**src/rtl/evo_pkg.sv**
```systemverilog
// Shared types and constants for the Pokemon progression controller.
package evo_pkg;

   typedef logic [4:0] poke_id_t;
   typedef logic [3:0] level_t;

   typedef enum logic [2:0] {
      IDLE,
      ADD,
      CHECK,
      EVOLVE,
      FIN
   } evo_state_e;

   // Levels that must be exceeded for the first and second evolution stage.
   localparam int STAGE1_LVL = 5;
   localparam int STAGE2_LVL = 11;

endpackage

```
**src/rtl/evo_lookup.sv**
```systemverilog
// Evolution rule table: maps (poke_id, level) to the ID it should become.
// IDs without an evolution at this level map to themselves.
module evo_lookup
   import evo_pkg::*;
(
   input  poke_id_t poke_id,
   input  level_t   level,
   output poke_id_t tgt
);

   // First stage 3,4,5 -> 6,7,8; second stage 6,7,8 -> 9,10,11.
   always_comb begin
      tgt = poke_id;
      if ((poke_id >= 5'd3) && (poke_id <= 5'd5) && (level > level_t'(STAGE1_LVL))) begin
         tgt = poke_id + 5'd3;
      end else if ((poke_id >= 5'd6) && (poke_id <= 5'd8) && (level > level_t'(STAGE2_LVL))) begin
         tgt = poke_id + 5'd3;
      end
   end

endmodule

```
**src/rtl/evolution_ctrl.sv**
```systemverilog
// Player progression controller: XP award -> level-ups -> evolution check ->
// evolution animation -> ID commit. XP handshake: a transfer happens on a
// clock edge where xp_valid & xp_ready are both high; xp_ready is high only
// in IDLE, and init_valid in the same cycle takes priority (no transfer).
module evolution_ctrl
   import evo_pkg::*;
#(
   parameter int XP_PER_LEVEL = 100,
   parameter int MAX_LEVEL    = 15,
   parameter int ANIM_CYCLES  = 64,
   parameter int BLINK_SHIFT  = 3
) (
   input  logic     Clk,
   input  logic     Reset_n,
   input  logic     init_valid,
   input  poke_id_t init_id,
   input  level_t   init_level,
   input  logic     xp_valid,
   input  logic [7:0] xp_amt,
   output logic     xp_ready,
   input  logic     cancel,
   output poke_id_t poke_id,
   output level_t   level,
   output logic [7:0] xp,
   output logic     busy,
   output logic     levelup,
   output logic     evo_active,
   output logic     evo_blink,
   output poke_id_t evo_new_id,
   output logic     evolved,
   output logic     done
);

   // Counter must reach ANIM_CYCLES-1 and also own the blink bit.
   localparam int CNT_W = ($clog2(ANIM_CYCLES) > (BLINK_SHIFT + 1)) ?
                          $clog2(ANIM_CYCLES) : (BLINK_SHIFT + 1);
   localparam logic [8:0]       XP_STEP   = 9'(XP_PER_LEVEL);
   localparam level_t           LVL_CAP   = level_t'(MAX_LEVEL);
   localparam logic [CNT_W-1:0] ANIM_LAST = CNT_W'(ANIM_CYCLES - 1);

   evo_state_e       state_q, state_d;
   poke_id_t         poke_id_q, poke_id_d;
   poke_id_t         evo_new_id_q, evo_new_id_d;
   poke_id_t         tgt;
   level_t           level_q, level_d;
   logic [8:0]       xp9_q, xp9_d;
   logic [CNT_W-1:0] anim_cnt_q, anim_cnt_d;
   logic             levelup_q, levelup_d;
   logic             evolved_q, evolved_d;
   logic             done_q, done_d;
   logic             evo_blink_q, evo_blink_d;
   logic             at_cap, can_level, evo_hit, anim_last;

   evo_lookup u_lookup (
      .poke_id (poke_id_q),
      .level   (level_q),
      .tgt     (tgt)
   );

   assign at_cap    = (level_q == LVL_CAP);
   assign can_level = (xp9_q >= XP_STEP);
   assign evo_hit   = (tgt != poke_id_q);
   assign anim_last = (anim_cnt_q == ANIM_LAST);

   // State register.
   always_ff @(posedge Clk or negedge Reset_n) begin
      if (!Reset_n) begin
         state_q <= IDLE;
      end else begin
         state_q <= state_d;
      end
   end

   // Next-state: one decision per cycle; cancel beats animation completion.
   always_comb begin
      state_d = state_q;
      unique case (state_q)
         IDLE:    if (!init_valid && xp_valid) state_d = ADD;
         ADD:     state_d = (!at_cap && can_level) ? CHECK : FIN;
         CHECK:   state_d = evo_hit ? EVOLVE : ADD;
         EVOLVE:  if (cancel || anim_last) state_d = ADD;
         FIN:     state_d = IDLE;
         default: state_d = IDLE;
      endcase
   end

   // Datapath and pulse next-values; pulses are registered so they line up
   // with the state they describe (levelup in CHECK, evolved with the commit,
   // done in FIN).
   always_comb begin
      poke_id_d    = poke_id_q;
      level_d      = level_q;
      xp9_d        = xp9_q;
      evo_new_id_d = evo_new_id_q;
      anim_cnt_d   = anim_cnt_q;
      levelup_d    = 1'b0;
      evolved_d    = 1'b0;
      unique case (state_q)
         IDLE: begin
            if (init_valid) begin
               poke_id_d = init_id;
               level_d   = init_level;
               xp9_d     = 9'd0;
            end else if (xp_valid) begin
               xp9_d = {1'b0, xp9_q[7:0]} + {1'b0, xp_amt};
            end
         end
         ADD: begin
            if (at_cap) begin
               xp9_d = 9'd0;
            end else if (can_level) begin
               xp9_d     = xp9_q - XP_STEP;
               level_d   = level_q + 4'd1;
               levelup_d = 1'b1;
            end
         end
         CHECK: begin
            if (evo_hit) begin
               evo_new_id_d = tgt;
               anim_cnt_d   = '0;
            end
         end
         EVOLVE: begin
            anim_cnt_d = anim_cnt_q + CNT_W'(1);
            if (!cancel && anim_last) begin
               poke_id_d = evo_new_id_q;
               evolved_d = 1'b1;
            end
         end
         default: ;
      endcase
      done_d      = (state_d == FIN);
      evo_blink_d = (state_d == EVOLVE) && anim_cnt_d[BLINK_SHIFT];
   end

   // Datapath and output registers; reset aborts any pending commit.
   always_ff @(posedge Clk or negedge Reset_n) begin
      if (!Reset_n) begin
         poke_id_q    <= '0;
         level_q      <= 4'd1;
         xp9_q        <= '0;
         evo_new_id_q <= '0;
         anim_cnt_q   <= '0;
         levelup_q    <= 1'b0;
         evolved_q    <= 1'b0;
         done_q       <= 1'b0;
         evo_blink_q  <= 1'b0;
      end else begin
         poke_id_q    <= poke_id_d;
         level_q      <= level_d;
         xp9_q        <= xp9_d;
         evo_new_id_q <= evo_new_id_d;
         anim_cnt_q   <= anim_cnt_d;
         levelup_q    <= levelup_d;
         evolved_q    <= evolved_d;
         done_q       <= done_d;
         evo_blink_q  <= evo_blink_d;
      end
   end

   // Outputs: state-decoded handshake/status plus registered values.
   always_comb begin
      xp_ready   = (state_q == IDLE);
      busy       = (state_q != IDLE);
      evo_active = (state_q == EVOLVE);
      poke_id    = poke_id_q;
      level      = level_q;
      xp         = xp9_q[7:0];
      levelup    = levelup_q;
      evolved    = evolved_q;
      done       = done_q;
      evo_blink  = evo_blink_q;
      evo_new_id = evo_new_id_q;
   end

endmodule
```
**config.mk**
```make
export PLATFORM = sky130hd
export DESIGN_NAME = evolution_ctrl
export DESIGN_NICKNAME = d
export VERILOG_FILES = /design/src/rtl/evo_pkg.sv /design/src/rtl/evo_lookup.sv /design/src/rtl/evolution_ctrl.sv
export SDC_FILE = /design/constraint.sdc
export NUM_CORES = 1
export LEC_CHECK = 0
export ABC_AREA = 1
export BUFFER_PORTS_ARGS = -buffer_cell sky130_fd_sc_hd__buf_4
export CAP_MARGIN = 20
export CORE_ASPECT_RATIO = 1.2
export CORE_MARGIN = 3
export CORE_UTILIZATION = 29
export CTS_CLUSTER_DIAMETER = 60
export DETAILED_ROUTE_END_ITERATION = 10
export PLACE_DENSITY = 0.58
export REMOVE_ABC_BUFFERS = 1
export SLEW_MARGIN = 30
export SYNTH_ARGS = -nofsm -noshare
export SYNTH_HDL_FRONTEND = slang
export SYNTH_SLANG_ARGS = --single-unit
```
**constraint.sdc**
```tcl
create_clock -name Clk -period 3.7 [get_ports Clk]
set_input_delay 0.74 -clock Clk [delete_from_list [all_inputs] [get_ports Clk]]
set_output_delay 0.74 -clock Clk [all_outputs]
set_load 0.01 [all_outputs]
```
==> results.yml, run 1 <==
floorplanning:
  start_util: 0.305
  core-area_sq_um: 8330
  die_y_um: 109
  boundaryPins: 51
  rows: 36
  dieWidth_um: 91.5
  die-area_sq_um: 9930
place:
  port_buffers: 50
  dpl.hpwl_um: 4620
  gp_congestion: 0.787
routing:
  first_iter_violations: 62
  drcViolationCount: 0
  viasPerCell: 4.47
  wl_um: 5850
  firstDrtPassIters: 4
  via_count: 2282
  routedWlPerCell_um: 11.5
  drtAntennaViolNets: 0
yosys:
  seq_area_frac_synth: 0.355
  synthXorXnorAreaFrac: 0.0241
  netlist-cell-type-count: 33
  netlist_instances: 348
  synth_mux_area_frac: 0
  synth_seq_cells: 36
  synth_top_family_by_area: "simple AND/OR/NAND/NOR gates"
  synth_fa_ha_area_frac: 0.0965
  ys_warn_count: 0
  synth-compound-area-share: 0.0851
  syn_avg_cell_area_sq_um: 7.31
  synth-simple-area-share: 0.336
  netlist_area_sq_um: 2540
global_routing:
  antenna_found_initial: 0
  grt-ovfl-total: 0
  grt_pass1_wl_um: 10100
  grt_start_max_net_pins: 37
  grt_usage: 0.125
  grt_pass1_vias: 2217
power:
  power.density_nw_per_um2: 803
  max-vdd-ir-drop_mv: 0.278
  p_leak_nw: 1.73
  total_power_mw: 2.47
worst_setup_path:
  crit_path_end_kind: "primary output"
  max_stage_delay_ps: 510
  cp.required_ps: 2960
  cp_data_arrival_time_ps: 1440
  worstSetupPathType: "reg2out"
  slowest_stage: "nor3_4"
  crit_path_start_kind: "flop"
  worst-path-max-fanout: 10
  path_cells: "nor3_4, buf_4"
timing:
  tightest_slew_ps: 542
  rsz0062_at_grt: "false"
  setup_viol: 0
  tns_ps: 0
  skew_ps: 8.93
  post-route-period-util: 0.589
  hold_viol: 0
  period_minus_slack_ps: 2180
  hold_ws_ps: 393
  relSlewSlack: 0.638
  finalMaxSlewViolations: 0
  fmax_ghz: 0.459
finish:
  diodes: 0
  layout.nets: 436
  final_layout_size_suffix_gt1_frac: 0.202
  syn_to_final_growth_pct: 21.0
clock_network:
  insertion_delay_ps: 290
  cts_setup_buffers: 0
  cts.clk_slew.worst_paths_ps: 80
  cts_tree: "built"
  ctsResizeCount: 0
  cts_sinks: 36
  cts_made_buffers: 5
  cts_hold_buf: 0
  clock_path_buffers: 2
  h-tree-depth: 2
  cts_root_buffer: "clkbuf_8"
run:
  drv_cap: 0
min_path:
  min_path_type: "in2async"
run_status:
  status: "finished clean"
-- cells by family after synthesis --
| kind of cell | after synthesis |
|---|---|
| and+or+nand+nor | 185 |
| buffers and inverters | 60 |
| AOI/OAI and AO/OA | 41 |
| DFF | 36 |
| adders and majority gates | 19 |
| xor gates and xnor gates | 7 |
-- metal layers --
| layer | global-route usage | vias to the layer above | wire [um] |
|---|---|---|---|
| met1 | 0.155 | 1027 | 2660 |
| li1 | - | 1197 | - |
| met3 | 0.0264 | 8 | 259 |
| met2 | 0.218 | 50 | 2840 |
| met4 | 0.0377 | 0 | 93 |
| met5 | 0 | - | 0 |
-- cell usage after synthesis, drive strengths merged --
library cell / instances / area (sq um)
nand4: 1 / 6.26
nand3b: 2 / 15.0
dfrtp: 35 / 876
buf: 10 / 76.3
nand2: 125 / 494
fa: 1 / 20.0
inv: 50 / 188
dfstp: 1 / 26.3
xor2: 5 / 43.8
nor3b: 1 / 7.51
o22ai: 4 / 25.0
xnor2: 2 / 17.5
nand3: 36 / 198
o21ai: 21 / 105
ha: 18 / 225
nor3: 2 / 21.3
a21oi: 15 / 78.8
nor2: 17 / 105
a21boi: 1 / 7.51
or2: 1 / 6.26
-- worst paths after layout --
kind | from | endpoint | depth (start not counted) | slack [ps]
max in group asynchronous | Reset_n | level[0] | 1 | 2930
setup reg to reg | xp9_q[3] | level[2] | 10 | 1730
setup / recovery | state_q[2] | evo_active | 2 | 1520
hold reg to reg | anim_cnt_q[0] | anim_cnt_q[0] | 1 | 510
hold / removal | Reset_n | poke_id[2] | 1 | 390
min in group Clk | anim_cnt_q[0] | anim_cnt_q[0] | 1 | 510
-- cell type report --
cell class                 count  area, sq um
clock buffer                   6         82.6
clock inverter                 2         10.0
fill                         908         5260
inverter                      50          188
multi-input combinational    252         1380
sequential                    36          902
tap                          114          143
timing repair buffer          50          375
-- worst max-delay path, delay by kind of cell, from the launching register on --
kind,cells,cell delay [ps]
flops,1,430
buf+inv,1,220
simple gates,1,510
-- power by group --
part           internal, mW  leakage [nW]  switching (mW)
clock                 0.149        0.0510           0.142
sequential            0.548         0.467           0.183
combinational         0.577          1.21           0.873
total                  1.27          1.73            1.20
-- sequential cells by signal, indices dropped and copies added, names as in the netlist --
name,cells
anim_cnt_q,6
done,1
evo_blink,1
evo_new_id,5
evolved,1
level,4
levelup,1
poke_id,5
state_q,3
xp9_q,9
-- cells in the final DEF (no fill, tap or decap), types with 3 or more instances in the layout --
cell type,n
a21oi_1,14
buf_4,50
clkbuf_8,6
dfrtp_1,35
ha_1,18
inv_1,43
inv_2,7
nand2_1,121
nand2_4,3
nand3_1,34
nor2_1,12
nor2_4,3
o21ai_0,15
o21ai_1,6
o22ai_1,4
xor2_1,5
-- stage by stage --
| step | instance area (sq um) | worst slack (ps) | instances | util |
|---|---|---|---|---|
| after CTS | 3080 | 1460 | 510 | 0.369 |
| after floorplan | 2470 | 1770 | 338 | - |
| final | 3080 | 1520 | 510 | 0.369 |
| after global placement | 2980 | 1570 | 502 | 0.358 |
| after global routing | 3080 | 1420 | 510 | 0.369 |
| after detailed placement | 2980 | 1560 | 502 | 0.358 |
No activity file was read; power rests on OpenSTA's default activity.
==> run 2, diff against run 1 <==
ABC_AREA = 0   (was 1)
clock period = 2.2 ns   (was 3.7 ns; I/O delays follow)
==> run 2 against run 1 <==
Sequential power increased by 75%. First-iteration DRC count increased by 44%. Area after synthesis decreased by 2.8%. Non-clock buffer count increased by 21. Total power increased by 74%. Critical endpoint is now anim_cnt_q[0].
==> results.yml, run 2 <==
routing:
  wl_um: 6360
  via_count: 2179
  drcViolationCount: 0
  first_iter_violations: 89
  routedWlPerCell_um: 14.4
  firstDrtPassIters: 4
  viasPerCell: 4.92
  drtAntennaViolNets: 0
power:
  power.density_nw_per_um2: 1340
  max-vdd-ir-drop_mv: 0.600
  p_leak_nw: 1.50
global_routing:
  grt_start_max_net_pins: 37
  antenna_found_initial: 0
  grt-ovfl-total: 0
  grt_usage: 0.134
  grt_pass1_vias: 2169
  grt_pass1_wl_um: 10700
yosys:
  netlist_instances: 261
  synthArstFlopShare: 1.00
  ys_warn_count: 0
  synth.top_cell.area_share: 0.354
  netlist_top_cells_area: "dfrtp_1, ha_1, mux2i_1"
  synth_seq_cells: 36
  yosysMostFrequentCell: "dfrtp_1"
  seq_area_frac_synth: 0.365
  synthTopCellsByCount: "dfrtp_1, nor2_1, nand2_1, ha_1, a21oi_1"
  syn_avg_cell_area_sq_um: 9.47
  synth_area_leader_cell: "dfrtp_1"
  netlist-cell-type-count: 59
  netlist_area_sq_um: 2470
  ys.flop_type: "dfrtp_1"
  synth_enable_flop_cells: 0
finish:
  syn_to_final_growth_pct: 29.9
  final_layout_size_suffix_gt1_frac: 0.304
  layout_common_cells: "buf_4, dfrtp_1, nor2_1, nand2_1, ha_1"
  final_common_cell: "buf_4"
  largest_reg_flops: 9
  layout.nets: 369
  reg_top3: "xp9_q (9), anim_cnt_q (6)"
  ff_latch_area_sq_um: 902
  nFillCells: 853
  final_cell_area_sq_um: 3210
  diodes: 0
  multi_input_area_sq_um: 1490
  finalNonFillerCells: 443
  regMostFlops: "xp9_q"
timing:
  rsz0062_at_grt: "true"
  skew_ps: 6.08
  fin_ws_ps: 2.88
  hold_ws_ps: 112
  finalMaxSlewViolations: 0
  tightest_slew_ps: 548
  fmax_ghz: 0.455
  relSlewSlack: 0.635
  post-route-period-util: 0.999
  setup_viol: 0
  hold_viol: 0
  period_minus_slack_ps: 2200
worst_setup_path:
  cp.required_ps: 2370
  worstSetupPathType: "reg2reg"
  cp_data_arrival_time_ps: 2370
  crit_path_start_kind: "flop"
  worst-path-max-fanout: 5
  r2r_slack_ps: 3
  crit_path_end_kind: "flop"
run:
  drv_cap: 0
floorplanning:
  die-area_sq_um: 9670
  core-area_sq_um: 8200
  die_y_um: 107
  dieWidth_um: 90.3
  start_util: 0.302
  boundaryPins: 51
  rows: 36
place:
  port_buffers: 50
  dpl-instance-area_sq_um: 3050
  pre_cts_ws_ps: -109
  numPlacedInstances: 431
  dpl.hpwl_um: 4850
  gp_congestion: 0.789
clock_network:
  cts_root_buffer: "clkbuf_8"
  cts_made_buffers: 5
  cts.clk_slew.worst_paths_ps: 70
  insertion_delay_ps: 280
  clock_path_buffers: 2
  cts_tree: "built"
  h-tree-depth: 2
  cts_sinks: 36
min_path:
  min_path_type: "in2async"
run_status:
  status: "finished clean"
run 2: cell count changes in the layout (fill, tap and decap cells not counted), sizes merged, moves of 5 or more:
cell,change
a21o,+5
mux2,+9
nor2,+6
buf,+21
nand3,-30
mux2i,+9
nand2,-105
o21ai,-7
inv,-36
run 2: layer usage:
layer / routed length, um / part of all wire / GRT usage
met1: 2870 / 0.45 / 0.171
met2: 3170 / 0.50 / 0.234
met3: 300 / 0.047 / 0.0288
met4: 17 / 0.0027 / 0.0295
met5: 0 / 0 / 0
run 2: power by group:
group / leakage, nW / internal, mW / switching (mW)
Sequential: 0.453 / 0.933 / 0.342
Combinational: 1.01 / 1.25 / 1.31
Clock: 0.0422 / 0.223 / 0.239
Total: 1.50 / 2.41 / 1.89
run 2: timing repair:
action | in CTS | in global routing
setup endpoints to repair | 7 | 11
pin swaps | 4 | 3
setup buffers | 0 | 4
resized for setup | 6 | 9
hold buffers | 0 | 0
run 2: layout make-up:
| type | count | area share |
|---|---|---|
| multi-input combinational | 199 | 0.462 |
| sequential | 36 | 0.281 |
| timing repair buffer | 71 | 0.168 |
| tap | 114 | 0.0444 |
| clock buffer | 7 | 0.0238 |
| inverter | 15 | 0.0187 |
| clock inverter | 1 | 0.00156 |
run 2: logic make-up after synthesis:
family          synth area share
compound gates             0.232
xor+xnor                  0.0142
fa+ha+maj                 0.0992
buf+inv                   0.0516
flops                      0.365
mux                       0.0774
simple gates               0.160
run 2: final timing paths:
path	startpoint	endpoint	cells past startpoint
max	level[0]	anim_cnt_q[0]	7
min	Reset_n	poke_id[3]	1
max reg2reg	level[0]	anim_cnt_q[0]	7
min reg2reg	xp9_q[8]	xp9_q[8]	2
max in group asynchronous	Reset_n	level[0]	1
min in group Clk	cancel	evolved	2
run 2: metrics by stage:
| stage | utilization | setup TNS, ps | power, mW |
|---|---|---|---|
| 3_3_place_gp | 0.372 | -126 | 3.74 |
| 2_1_floorplan | - | -489 | 2.73 |
| 6_report | 0.392 | 0 | 4.30 |
| 4_1_cts | 0.384 | -22.8 | 4.31 |
| 3_5_place_dp | 0.372 | -349 | 3.77 |
| 5_1_grt | 0.392 | -195 | 4.69 |
run 2: worst max-delay path, cell delays in order, from the launching register on:
cell and delay [ps]:
dfstp_2 550, inv_2 50, ha_4 140, or3b_4 370
a2111oi_4 340, o21ai_2 120, a21o_1 250, mux2_4 270
